File: src/rtl/aria_rk_seq.sv
// Round-key RAM address sequencer: multi-slot, ascending/descending passes over a valid/ready handshake.
// Optional ARIA_RK_RND_OUT_EN adds the rk_rnd_o beat counter and the rk_first_o flag.
module aria_rk_seq #(
   parameter int unsigned SLOT_W = 1,
   parameter int unsigned IDX_W  = 5,
   parameter int unsigned NR_128 = 12,
   parameter int unsigned NR_192 = 14,
   parameter int unsigned NR_256 = 16
) (
   input  logic                    clk_i,
   input  logic                    rst_i,
   input  logic                    start_i,
   input  logic                    op_exp_i,
   input  logic                    flg_dec_i,
   input  logic [1:0]              st_ksize_i,
   input  logic [SLOT_W-1:0]       slot_i,
   input  logic                    abort_i,
   input  logic                    rk_rdy_i,
   output logic [SLOT_W+IDX_W-1:0] rk_addr_o,
   output logic                    rk_vld_o,
   output logic                    rk_we_o,
   output logic                    rk_last_o,
   output logic                    busy_o,
   output logic                    done_o,
`ifdef ARIA_RK_RND_OUT_EN
   output logic [IDX_W-1:0]        rk_rnd_o,
   output logic                    rk_first_o,
`endif
   output logic                    err_o
);

   typedef enum logic [1:0] {StIdle, StRun, StDone} state_e;

   state_e              state_q, state_d;
   logic [IDX_W-1:0]    idx_q, idx_d, nr_q, nr_d, nr_sel, end_idx;
   logic [SLOT_W-1:0]   slot_q, slot_d;
   logic                exp_q, exp_d, dec_q, dec_d, err_q, err_d;
   logic                go, step, at_end;

   always_comb begin
      case (st_ksize_i)
         2'b01:   nr_sel = IDX_W'(NR_192);
         2'b10:   nr_sel = IDX_W'(NR_256);
         default: nr_sel = IDX_W'(NR_128);
      endcase
   end

   // abort beats both a new start and an in-flight handshake
   assign go      = (state_q == StIdle) && start_i && !abort_i && (st_ksize_i != 2'b11);
   assign step    = (state_q == StRun) && rk_rdy_i && !abort_i;
   assign end_idx = dec_q ? '0 : nr_q;
   assign at_end  = (idx_q == end_idx);

   always_comb begin
      state_d = state_q;
      idx_d   = idx_q;
      nr_d    = nr_q;
      slot_d  = slot_q;
      exp_d   = exp_q;
      dec_d   = dec_q;
      err_d   = 1'b0;
      unique case (state_q)
         StIdle: begin
            if (go) begin
               state_d = StRun;
               slot_d  = slot_i;
               exp_d   = op_exp_i;
               dec_d   = !op_exp_i && flg_dec_i;
               nr_d    = nr_sel;
               idx_d   = (!op_exp_i && flg_dec_i) ? nr_sel : '0;
            end else if (start_i && !abort_i) begin
               err_d = 1'b1;
            end
         end
         StRun: begin
            if (abort_i) begin
               state_d = StIdle;
            end else if (step) begin
               // end check precedes the step, so idx never wraps
               if (at_end) state_d = StDone;
               else        idx_d   = dec_q ? idx_q - 1'b1 : idx_q + 1'b1;
            end
         end
         StDone:  state_d = StIdle;
         default: state_d = StIdle;
      endcase
   end

   always_ff @(posedge clk_i or posedge rst_i) begin
      if (rst_i) begin
         state_q <= StIdle;
         idx_q   <= '0;
         nr_q    <= '0;
         slot_q  <= '0;
         exp_q   <= 1'b0;
         dec_q   <= 1'b0;
         err_q   <= 1'b0;
      end else begin
         state_q <= state_d;
         idx_q   <= idx_d;
         nr_q    <= nr_d;
         slot_q  <= slot_d;
         exp_q   <= exp_d;
         dec_q   <= dec_d;
         err_q   <= err_d;
      end
   end

   assign rk_vld_o  = (state_q == StRun);
   assign rk_addr_o = {slot_q, idx_q};
   assign rk_we_o   = rk_vld_o && exp_q;
   assign rk_last_o = rk_vld_o && at_end;
   assign busy_o    = (state_q != StIdle);
   assign done_o    = (state_q == StDone);
   assign err_o     = err_q;

`ifdef ARIA_RK_RND_OUT_EN
   logic [IDX_W-1:0] rnd_q, rnd_d;

   always_comb begin
      rnd_d = rnd_q;
      if (go)                  rnd_d = '0;
      else if (step && !at_end) rnd_d = rnd_q + 1'b1;
   end

   always_ff @(posedge clk_i or posedge rst_i) begin
      if (rst_i) rnd_q <= '0;
      else       rnd_q <= rnd_d;
   end

   assign rk_rnd_o   = rnd_q;
   assign rk_first_o = rk_vld_o && (rnd_q == '0);
`endif

endmodule

File: config.mk
export PLATFORM = sky130hd
export DESIGN_NAME = aria_rk_seq
export DESIGN_NICKNAME = d
export VERILOG_FILES = /design/src/rtl/aria_rk_seq.sv
export SDC_FILE = /design/constraint.sdc
export NUM_CORES = 1
export LEC_CHECK = 0
export BUFFER_PORTS_ARGS = -buffer_cell sky130_fd_sc_hd__buf_2
export CAP_MARGIN = 20
export CORE_ASPECT_RATIO = 1.1
export CORE_MARGIN = 8
export CORE_UTILIZATION = 51
export CTS_CLUSTER_DIAMETER = 60
export DETAILED_ROUTE_END_ITERATION = 8
export PLACE_DENSITY = 0.75
export SLEW_MARGIN = 20
export SYNTH_ARGS = -nofsm -noshare
export SYNTH_HDL_FRONTEND = slang
export SYNTH_SLANG_ARGS = --single-unit
File: constraint.sdc
create_clock -name clk_i -period 2.4 [get_ports clk_i]
set_input_delay 0.24 -clock clk_i [delete_from_list [all_inputs] [get_ports clk_i]]
set_output_delay 0.24 -clock clk_i [all_outputs]
set_load 0.05 [all_outputs]
==> impl_metrics.json <==
{
  "routabilityCongestion": 0.7999,
  "cp.arrival_ps": 2030,
  "die_h_um": 59.59,
  "syn_area_um2": 880.8,
  "totalWireLength_mm": 1.950,
  "critPathCapture": "rk_last_o",
  "ys_seq_area_frac": 0.3977,
  "muxShareOfSynthArea": 0.07670,
  "max_stage_delay_ps": 550,
  "finalCoreUtilization": 0.6494,
  "drtPass1Iterations": 4,
  "clkSinkCount": 14,
  "cp.required_ps": 2160,
  "crit_buf_inv": 1,
  "synth_nets": 97,
  "worstMarginPinSlew_ps": 554.2,
  "hold_class": "primary input to register",
  "fillers": 140,
  "drt_iter0_drc": 9,
  "slew_viol_final": 0,
  "vdd_ir_drop_max_mv": 0.5899,
  "maxCapViolations": 0,
  "layoutNonFillerInstCount": 123,
  "grt_setup_unrepaired": "no",
  "synth-seq-cells": 14,
  "ff2ff_path_depth": 5,
  "antenna_found_initial": 0,
  "r2r_slack_ps": 320,
  "core_area_um2": 1595,
  "grt_usage": 0.1239,
  "min_period_over_period": 0.9447,
  "initial_utilization": 0.5522,
  "crit_chain": "nor2b_1 -> a21oi_1 -> o32ai_2 -> and4_1 -> buf_2",
  "worstSetupStartpointType": "register",
  "layout-drive-gt1-share": 0.3208,
  "clk_pin_slew_ps": 90,
  "path_class": "register to primary output",
  "diodes": 0,
  "yosysTopAreaCellShare": 0.3977,
  "insertion_delay_ps": 290,
  "grt_pass1_vias": 709,
  "grt_max_degree": 15,
  "synth_area_leader_cell": "dfrtp_1",
  "final-seq-area_um2": 350.3,
  "ys_top_cells_by_area": "dfrtp_1 40%, ha_1 4.3%, xnor2_1 4.0%",
  "syn_to_final_growth_pct": 17.61,
  "synthSimpleGateAreaFrac": 0.2017,
  "die_w_um": 55.63,
  "gr-total-overflow": 0,
  "finalSetupViolCount": 0,
  "grt_pass1_wl_mm": 3.277,
  "vias_per_cell": 5.650,
  "vias": 695,
  "crit_family": "flip-flops",
  "io_pins": 22,
  "fin_skew_ps": 9.562,
  "slowest_stage": "dfrtp_1",
  "dieArea_um2": 3314,
  "power.density_nw_per_um2": 1163,
  "fmax_ghz": 0.4411,
  "cts_setup_buffers": 0,
  "avgSynthCellArea_um2": 10.61,
  "avgRoutedWirePerCell_um": 15.85,
  "cts_root_buf": "clkbuf_4",
  "placed_cells": 119,
  "cts_buffers": 3,
  "cts_tree": "built",
  "fin_nets": 122,
  "drcViolationCount": 0,
  "num_rows": 15,
  "holdPathStages": 2,
  "synth_warnings": 0,
  "status": "finished clean",
  "dp_hpwl_mm": 1.477,
  "cp_num_cells": 5,
  "r2r-end": "idx_q[2]$_DFFE_PP0P_",
  "multiInputGateArea_um2": 511.7,
  "syn-instance-count": 83,
  "cts_max_path_buffers": 2,
  "timing.final.hold_violations": 0,
  "crit_fanout": 10,
  "synth_xor_area_frac": 0.04972,
  "finalSetupTns_ps": 0,
  "synth_top_family_by_area": "simple AND/OR/NAND/NOR gates",
  "synth_compound_area_frac": 0.1790,
  "crit_start": "dec_q$_DFFE_PP0P_",
  "synth.distinct_cells": 34,
  "p_leak_nw": 0.5262,
  "slew_headroom": 0.6301,
  "endpoint_kind": "primary output",
  "htree_num_levels": 1,
  "port_buffers": 21,
  "synth_fa_ha_area_frac": 0.06534,
  "rr_startpoint": "state_q[1]$_DFFE_PP0P_",
  "min_period_ps": 2267,
  "postRouteAntennaNets": 0
}
-- layout make-up --
| cell class | instances | area share |
|---|---|---|
| clock buffers | 3 | 0.02174 |
| inverters | 4 | 0.01449 |
| multi-input cells | 63 | 0.4940 |
| flip-flops and latches | 14 | 0.3382 |
| well taps | 17 | 0.02053 |
| repair buffers | 22 | 0.1111 |
-- per-layer routing --
layer,part of all wire,vias up,track usage,wire length (um)
met5,0,-,0,0
met4,0.022,0,0.07746,43
met3,0.055,4,0.04292,108
met2,0.48,18,0.2051,943
met1,0.44,326,0.1333,854
li1,-,347,-,-
-- cells in the mapped netlist --
cell	instances
nor4b_1	1
xnor2_1	4
fa_1	1
buf_4	1
o31a_4	1
inv_2	1
ha_1	3
a41oi_1	1
nand3_1	1
o21ai_0	5
o31ai_1	1
a221o_1	1
o22a_1	1
xor2_1	1
clkbuf_1	1
nand2b_1	4
and2_1	1
nand2_1	2
nand2b_4	1
inv_1	3
and4_1	2
o32ai_1	1
a21o_1	2
or2_2	1
mux2_2	3
nor2b_1	4
nor2_1	9
or4b_4	1
nor3b_1	2
a21oi_1	4
mux2_1	3
a41oi_4	1
a22o_1	1
dfrtp_1	14
-- repair_timing --
| item | CTS | global route |
|---|---|---|
| gates resized for setup | 1 | 0 |
| endpoints found under the hold margin | 7 | 0 |
| endpoints found under the setup margin | 1 | 0 |
| hold buffers | 1 | 0 |
-- how the worst min path moves through the flow --
| stage | startpoint | end |
|---|---|---|
| finish | abort_i | state_q[1]$_DFFE_PP0P_ |
| global route | abort_i | state_q[1]$_DFFE_PP0P_ |
| CTS | abort_i | state_q[1]$_DFFE_PP0P_ |
| detailed placement | rst_i | nr_q[3]$_DFFE_PP0P_ |
| global placement | rst_i | nr_q[3]$_DFFE_PP0P_ |
| floorplan | rst_i | dec_q$_DFFE_PP0P_ |
-- metrics by stage --
step / worst slack, ps / power [mW] / cell area (um2) / hold WS [ps]
floorplan: 191.5 / 0.9160 / 880.8 / 129.2
global placement: 342.3 / 1.038 / 996.0 / 305.7
detailed placement: 288.6 / 1.055 / 996.0 / 317.4
CTS: 124.3 / 1.212 / 1036 / 149.4
global route: 19.66 / 1.278 / 1036 / 157.6
finish: 132.8 / 1.205 / 1036 / 156.0
-- registers in the layout, summed over array words and instances (netlist names) --
name	count
dec_q	1
slot_q	1
idx_q	5
nr_q	3
err_o	1
state_q	2
exp_q	1
-- layout by cell type (no fill, tap or decap), types with 3 or more instances in the layout --
cell type / netlist / final
a21oi_1: 4 / 4
buf_2: 0 / 21
clkbuf_4: 0 / 3
dfrtp_1: 14 / 14
ha_1: 3 / 3
inv_1: 3 / 3
mux2_1: 3 / 3
mux2_2: 3 / 3
nand2b_1: 4 / 4
nor2_1: 9 / 9
nor2b_1: 4 / 4
o21ai_0: 5 / 5
xnor2_1: 4 / 4
-- power by group --
part / switching (mW) / leakage, nW / internal, mW
clock network: 0.0839 / 0.0138 / 0.0584
registers: 0.0985 / 0.177 / 0.304
logic: 0.416 / 0.336 / 0.243
-- worst register-to-register path: stages (launching register included) --
cell and delay, ps:
dfrtp_1 410, or4b_4 580, nand2b_4 200, o31a_4 140, a41oi_4 260, mux2_2 380
-- kinds of logic (layout without fill, tap and decap cells) --
kind of cell    after synthesis  in the layout
simple gates                 29             29
xor+xnor                      5              5
mux                           6              6
flops                        14             14
fa+ha+maj                     4              4
compound gates               19             19
buf+inv                       6             29
(Power assumes the default switching activity.)
